### src/rtl/syn_core_run_ctl.sv
// Run controller for the single-cycle core: gates core_en for free-run, single-step,
// N-step and PC-breakpoint operation, and keeps saturating retirement statistics.
module syn_core_run_ctl #(
    parameter int PC_W   = 32,
    parameter int CNT_W  = 32,
    parameter int STEP_W = 16,
    parameter int N_BP   = 2
) (
    input  logic                   clk,
    input  logic                   rst_n,
    input  logic [1:0]             run_mode,
    input  logic                   go,
    input  logic [STEP_W-1:0]      step_cnt,
    input  logic [N_BP-1:0]        bp_en,
    input  logic [N_BP*PC_W-1:0]   bp_addr,
    input  logic [PC_W-1:0]        pc,
    input  logic                   halt,
    input  logic                   is_jump,
    input  logic                   is_branch,
    input  logic                   branched,
    input  logic                   clr_stats,
    output logic                   core_en,
    output logic [1:0]             state,
    output logic [N_BP-1:0]        bp_hit,
    output logic [STEP_W-1:0]      steps_left,
    output logic [CNT_W-1:0]       cyc_cnt,
    output logic [CNT_W-1:0]       jump_cnt,
    output logic [CNT_W-1:0]       branch_cnt,
    output logic [CNT_W-1:0]       taken_cnt
);

    typedef enum logic [1:0] {
        S_IDLE   = 2'b00,
        S_RUN    = 2'b01,
        S_HALTED = 2'b10,
        S_BREAK  = 2'b11
    } state_t;

    localparam logic [1:0] MODE_STOP  = 2'b00;
    localparam logic [1:0] MODE_FREE  = 2'b01;
    localparam logic [1:0] MODE_STEP  = 2'b10;
    localparam logic [1:0] MODE_NSTEP = 2'b11;

    localparam logic [STEP_W-1:0] STEP_ONE = STEP_W'(1);
    localparam logic [CNT_W-1:0]  CNT_ONE  = CNT_W'(1);

    state_t            cur_state;
    logic              skip_bp;
    logic [N_BP-1:0]   match_vec;
    logic              bp_match;
    logic              go_ok;

    assign state = cur_state;

    always_comb begin
        match_vec = '0;
        for (int i = 0; i < N_BP; i++) begin
            match_vec[i] = bp_en[i] && (pc == bp_addr[i*PC_W +: PC_W]);
        end
    end

    assign bp_match = (|match_vec) & ~skip_bp;
    assign core_en  = (cur_state == S_RUN) & ~halt & ~bp_match & (run_mode != MODE_STOP);

    // An N-step request for zero instructions is treated as no request at all.
    assign go_ok = go && (run_mode != MODE_STOP) &&
                   !((run_mode == MODE_NSTEP) && (step_cnt == '0));

    always_ff @(posedge clk or negedge rst_n) begin
        if (!rst_n) begin
            cur_state  <= S_IDLE;
            steps_left <= '0;
            bp_hit     <= '0;
            skip_bp    <= 1'b0;
        end else begin
            case (cur_state)
                S_IDLE, S_BREAK: begin
                    if (go_ok) begin
                        cur_state <= S_RUN;
                        skip_bp   <= 1'b1;
                        bp_hit    <= '0;
                        case (run_mode)
                            MODE_FREE: steps_left <= '0;
                            MODE_STEP: steps_left <= STEP_ONE;
                            default:   steps_left <= step_cnt;
                        endcase
                    end
                end
                S_RUN: begin
                    if (halt) begin
                        cur_state <= S_HALTED;
                    end else if (run_mode == MODE_STOP) begin
                        cur_state <= S_IDLE;
                    end else if (bp_match) begin
                        cur_state <= S_BREAK;
                        bp_hit    <= match_vec;
                    end else begin
                        skip_bp <= 1'b0;
                        if (steps_left == STEP_ONE) begin
                            cur_state  <= S_IDLE;
                            steps_left <= '0;
                        end else if (steps_left != '0) begin
                            steps_left <= steps_left - STEP_ONE;
                        end
                    end
                end
                default: cur_state <= S_HALTED;
            endcase
        end
    end

    function automatic logic [CNT_W-1:0] sat_inc(input logic [CNT_W-1:0] v, input logic inc);
        return (inc && !(&v)) ? v + CNT_ONE : v;
    endfunction

    always_ff @(posedge clk or negedge rst_n) begin
        if (!rst_n) begin
            cyc_cnt    <= '0;
            jump_cnt   <= '0;
            branch_cnt <= '0;
            taken_cnt  <= '0;
        end else if (clr_stats) begin
            cyc_cnt    <= '0;
            jump_cnt   <= '0;
            branch_cnt <= '0;
            taken_cnt  <= '0;
        end else if (core_en) begin
            cyc_cnt    <= sat_inc(cyc_cnt, 1'b1);
            jump_cnt   <= sat_inc(jump_cnt, is_jump);
            branch_cnt <= sat_inc(branch_cnt, is_branch);
            taken_cnt  <= sat_inc(taken_cnt, is_branch & branched);
        end
    end

endmodule

### config.mk
export PLATFORM = sky130hd
export DESIGN_NAME = syn_core_run_ctl
export DESIGN_NICKNAME = d
export VERILOG_FILES = /design/src/rtl/syn_core_run_ctl.sv
export SDC_FILE = /design/constraint.sdc
export NUM_CORES = 1
export LEC_CHECK = 0
export BUFFER_PORTS_ARGS = -buffer_cell sky130_fd_sc_hd__buf_4
export CAP_MARGIN = 20
export CORE_MARGIN = 2
export CORE_UTILIZATION = 54
export DETAILED_ROUTE_END_ITERATION = 10
export PLACE_DENSITY = 0.82
export SYNTH_ARGS = -nofsm -noshare
export SYNTH_HDL_FRONTEND = slang
export SYNTH_SLANG_ARGS = --single-unit
### constraint.sdc
create_clock -name clk -period 3.35 [get_ports clk]
set_input_delay 0.1675 -clock clk [delete_from_list [all_inputs] [get_ports clk]]
set_output_delay 0.1675 -clock clk [all_outputs]
set_load 0.01 [all_outputs]
==> run metrics, run 1 <==
status completed; core area 0.0181 sq mm; crit-path max FO 69; largest net degree at the start of global routing 91; Synth async-reset ratio 1.00; Root Buffer clkbuf_16; Layout area overhead 28.7%; H-tree Lvls 4; final hold vios 0; Clock Tree Buf Depth 2; Seq cells post-synth 149; port buffer count 272; # fillers 1380; drt drc 0; I/O pin total 273; HPWL after detailed placement 23100 um; fmax 356 MHz; Slew HR 0.319; Mapped Area 0.0100 sq mm; Crit-path slowest cell or4_1; vias in the first global route 9803; Post-synth EDFFs 0; Via-to-Cell Ratio 6.23; Largest stage delay, worst path 0.51 ns; Post-DRT Antenna Nets 0; Synth Flop Type dfrtp_1; CP Launch Type flip-flop; Synth cell types 62; Syn Nets 1312; first drt pass iteration count 5; First DRT Iteration DRCs 870; Starting Density 0.555; Seq/Total Area, Yosys 0.372; Clock Pin Slew Worst Setup and Hold Paths 0.06 ns; final setup violating endpoints 0; Clock Skew 0.0144 ns; Leakage 5.44 nW; Pwr per Cell Area 412 mW/mm^2; RSZ-0062 raised after global routing false; GRT Overall Usage 0.315; DR WL/cell 18.8 um; post-synthesis cell count 1177; Syn Area/Cell 8.53 sq um; period utilisation layout 0.838; final wirelength 31400 um; Max VDD drop 432 uV; Nets 1563; first-pass GRT wire length 50100 um; max_cap viols 0; CTS tree built; utilization after layout 0.714; initial antenna violation count 1; Worst-Margin Slew 1.02 ns; hold_buf cts 1; CTS buffer count 17; layout cells sized above 1 0.273; clock period minus worst slack 2.81 ns; max-slew violation count 0; synth warn 0; Layout Cells excl Fill 1671; die width 140 um; Final WS setup 0.543 ns; WS Path Type reg2out; gpl congestion 0.961; Die H 140 um; grt total ovfl 0; Arr. time, crit path 2.64 ns; Power Total 5.32 mW; final setup TNS 0 ns; Place WS 0.555 ns; cell total after placement 1637; Hold/Removal Path Class in2reg; WP data required 3.18 ns; clk sink count 149; post-CTS sizing 0; Post-CTS Setup Inserts 0; crit-path cells nor3b_1, nand4_1, or4_1, nand3_4, buf_12, inv_1, buf_4; Critical Path End Type output port; clock latency on the worst-skew pair 0.43 ns; standard-cell rows 49; Vias 10400; die area 0.0197 sq mm
[final cells by class]
cell class,instances,area (sq um),area share
inverters,43,161,0.0125
multi-input cells,917,5870,0.454
flip-flops and latches,149,3730,0.289
clock inverters,12,116,0.00901
diodes,1,2.50,0.000194
well taps,229,287,0.0222
clock buffers,20,447,0.0346
repair buffers,300,2310,0.179
[cells in the final DEF (no fill, tap or decap), drive strengths merged, types with 16 or more instances in the layout]
cell type | synthesis | final
o21ai | 48 | 48
nand2 | 66 | 66
nor2 | 89 | 89
a211oi | 16 | 16
inv | 42 | 48
a21oi | 96 | 96
xor2 | 62 | 62
nor3 | 35 | 35
buf | 24 | 299
nor4 | 50 | 50
dfrtp | 149 | 149
or4 | 42 | 42
o31ai | 35 | 35
and3 | 16 | 16
mux2 | 41 | 41
clkbuf | 44 | 20
or3 | 53 | 53
nor2b | 40 | 40
nand4 | 42 | 42
nand3 | 65 | 65
o22ai | 17 | 17
[where the power goes]
part	total, mW	internal (mW)	switching [mW]
registers	2.02	1.89	0.128
logic	1.42	0.600	0.821
clock network	1.87	1.05	0.818
total	5.32	3.55	1.77
[flip-flops by register name (all words and copies together) (netlist names)]
name	count
jump_cnt	32
skip_bp	1
taken_cnt	32
bp_hit	2
state	2
steps_left	16
branch_cnt	32
cyc_cnt	32
[metrics by stage]
stage	hold slack (ns)	cell area, sq um
after floorplan	-0.128	10000
after global placement	0.299	12300
after detailed placement	0.300	12300
after CTS	0.0431	12900
after global routing	0.0745	12900
final	0.0513	12900
[worst paths after layout]
path,startpoint,to,slack [ns],depth (start not counted)
setup / recovery,skip_bp$_DFFE_PN0P_,core_en,0.54,7
hold / removal,step_cnt[4],steps_left[4]$_DFFE_PN0P_,0.05,3
setup reg to reg,taken_cnt[0]$_DFFE_PN0P_,taken_cnt[24]$_DFFE_PN0P_,0.55,10
hold reg to reg,jump_cnt[5]$_DFFE_PN0P_,jump_cnt[5]$_DFFE_PN0P_,0.58,2
max in group asynchronous,rst_n,steps_left[3]$_DFFE_PN0P_,2.15,3
min in group asynchronous,rst_n,branch_cnt[12]$_DFFE_PN0P_,0.36,2
[routing by layer]
layer  track usage  part of all wire  vias to the layer above
li1              -                 -                     4918
met1         0.392              0.39                     4940
met2         0.525              0.49                      474
met3        0.0824             0.079                       74
met4         0.123             0.037                        2
met5        0.0150            0.0014                        -
[cell families (layout without fill, tap and decap cells)]
logic type | after synthesis | count (layout) | share of synthesized area
DFF | 149 | 149 | 0.372
muxes | 43 | 43 | 0.0499
xor gates and xnor gates | 65 | 65 | 0.0567
adders and majority gates | 11 | 11 | 0.0137
and+or+nand+nor | 546 | 546 | 0.308
buffers and inverters | 111 | 375 | 0.0458
other | 0 | 1 | 0
AOI/OAI and AO/OA | 252 | 252 | 0.154
[cell usage after synthesis, drive strengths merged (8+ instances only)]
cell type / n / area (sq um)
nand3: 65 / 330
a211oi: 16 / 120
nor4: 50 / 332
xor2: 62 / 543
and3: 16 / 100
mux2: 41 / 480
and4: 9 / 78.8
o22ai: 17 / 106
ha: 11 / 138
nand4: 42 / 278
clkbuf: 44 / 165
or4: 42 / 315
nor2: 89 / 334
o31ai: 35 / 263
o41ai: 8 / 77.6
nor2b: 40 / 250
a21oi: 96 / 480
a22oi: 8 / 60.1
dfrtp: 149 / 3730
nor3: 35 / 200
buf: 24 / 133
inv: 42 / 158
o21ai: 48 / 240
or3: 53 / 333
nand2: 66 / 248
[worst max-delay path, delay by kind of cell, from the launching register on]
| kind | cells | cell delay (ns) |
|---|---|---|
| flops | 1 | 0.43 |
| buf+inv | 3 | 0.60 |
| simple gates | 4 | 1.13 |
(Power assumes the default switching activity.)
==> run 2: changes to the inputs <==
clock period = 2.7 ns   (was 3.35 ns; I/O delays follow)
==> run metrics, run 2 (synthesis results as in run 1) <==
status completed; standard-cell rows 49 (unchanged); worst reg-to-reg path cell count 7 (-3); Final WS setup 0.139 ns (-0.404 ns); Layout Cells excl Fill 1697 (+1.6%); DR WL/cell 19.0 um (+1.1%); fmax 390 MHz; largest net degree at the start of global routing 91 (unchanged); worst r2r dst jump_cnt[8]$_DFFE_PN0P_; Clock Pin Slew Worst Setup and Hold Paths 0.07 ns (about the same); Layout area overhead 32.1%; port buffer count 272 (unchanged); R2R setup slack 0.18 ns (-0.37 ns); clock latency on the worst-skew pair 0.43 ns (about the same); max-slew violation count 0 (unchanged); HP Start step_cnt[4]; final setup TNS 0 ns (unchanged); Clock Tree Buf Depth 2 (unchanged); max_cap viols 0 (unchanged); Post-DRT Antenna Nets 0 (unchanged); Arr. time, crit path 2.43 ns (-0.21 ns); GRT Overall Usage 0.320 (+0.00553); Root Buffer clkbuf_16; Die H 140 um (unchanged); first-pass GRT wire length 51100 um (+2.0%); Multi-input gate area 0.00590 sq mm (+0.58%); Clock Skew 0.0133 ns (-0.00113 ns); most common cell after layout, fill and taps aside buf_4; CP endpoint core_en; vias in the first global route 10100 (+3.2%); Storage cell area 0.00373 sq mm (unchanged); cell total after placement 1663 (+1.6%); Nets 1590 (+1.7%); crit-path max FO 45 (-35%); Starting Density 0.555 (unchanged); die area 0.0197 sq mm (unchanged); diodes inserted 0 (-1); RSZ-0062 raised after global routing false; Worst-Margin Slew 0.850 ns (-0.167 ns); Vias 10600 (+2.1%); utilization after layout 0.733 (+0.0188); final setup violating endpoints 0 (unchanged); grt total ovfl 0 (unchanged); initial antenna violation count 0 (-1); first drt pass iteration count 5 (unchanged); Critical R2R Launch jump_cnt[10]$_DFFE_PN0P_; core area 0.0181 sq mm (unchanged); Via-to-Cell Ratio 6.26 (+0.58%); HPWL after detailed placement 23500 um (+1.7%); Place WS 0.155 ns (-0.400 ns); gpl congestion 0.978 (+1.8%); Max VDD drop 510 uV (+18%); final hold vios 0 (unchanged); period utilisation layout 0.949; I/O pin total 273 (unchanged); Slew HR 0.433 (+0.114); worst hold margin 0.00971 ns (-0.0416 ns); First DRT Iteration DRCs 815 (-6.3%); Power Total 6.89 mW (+29%); layout cells sized above 1 0.290 (+0.0168); clock period minus worst slack 2.56 ns; die width 140 um (unchanged); Critical Path End Type output port; WP data required 2.57 ns (-0.61 ns); Hold/Removal Path Class in2reg; critical path startpoint skip_bp$_DFFE_PN0P_; Final Instance Area 0.0133 sq mm (+2.6%); leading cell types in the layout, fill and taps excluded buf_4 (317), dfrtp_1 (149), a21oi_1 (96), nor2_1 (87), nand2_1 (66); CP Launch Type flip-flop; CTS buffer count 17 (unchanged); final wirelength 32200 um (+2.6%); area post-placement 0.0126 sq mm (+1.9%); Leakage 5.63 nW (+3.5%); CTS tree built; WS Path Type reg2out; Pwr per Cell Area 519 mW/mm^2 (+26%); H-tree Lvls 4 (unchanged); clk sink count 149 (unchanged); drt drc 0 (unchanged); # fillers 1402 (+1.6%)
==> run 2: changes by cell type in the layout (fill, tap and decap cells not counted), sizes merged <==
cell / previous run / this run
clkinvlp: 2 / 5
clkinv: 4 / 2
bufinv: 1 / 3
diode: 1 / 0
buf: 299 / 325
inv: 48 / 46
==> run 2: area by class of cell <==
class,count,share of cell area
flip-flops and latches,149,0.281
multi-input cells,917,0.445
inverters,43,0.0122
clock buffers,19,0.0327
well taps,229,0.0216
repair buffers,327,0.194
clock inverters,13,0.0131
==> run 2: repair_timing <==
action | CTS | global route
buffers inserted | 0 | 0
resized for setup | 0 | 9
hold buffers | 1 | 0
setup endpoints to repair | 0 | 14
endpoints found under the hold margin | 65 | 0
==> run 2: per-layer routing <==
| layer | wire length, um | GRT usage | up-vias |
|---|---|---|---|
| li1 | - | - | 4973 |
| met1 | 12100 | 0.381 | 5067 |
| met2 | 16200 | 0.560 | 501 |
| met3 | 2810 | 0.0779 | 90 |
| met4 | 1020 | 0.126 | 0 |
| met5 | 0 | 0 | - |
==> run 2: how the worst min path moves through the flow <==
stage / depth (start not counted) / end / slack [ns]
after floorplan: 0 / bp_hit[0]$_DFFE_PN0P_ / -0.16
after global placement: 1 / branch_cnt[13]$_DFFE_PN0P_ / 0.20
after detailed placement: 1 / branch_cnt[12]$_DFFE_PN0P_ / 0.20
after CTS: 3 / steps_left[4]$_DFFE_PN0P_ / 0.0002
after global routing: 3 / steps_left[3]$_DFFE_PN0P_ / 0.01
final: 3 / steps_left[4]$_DFFE_PN0P_ / 0.01
==> run 2: power by group <==
group / internal [mW] / leakage, nW / switching, mW
Sequential: 2.35 / 2.06 / 0.161
Combinational: 0.814 / 3.29 / 1.06
Clock: 1.47 / 0.279 / 1.02
==> run 2: worst max-delay path: stages (launching register included) <==
cell and delay [ns]:
dfrtp_1 0.44, nand2b_1 0.19, nor2_1 0.12, nand4_1 0.08, or3_1 0.41, nand3_4 0.22, buf_16 0.22, inv_1 0.12
buf_4 0.16
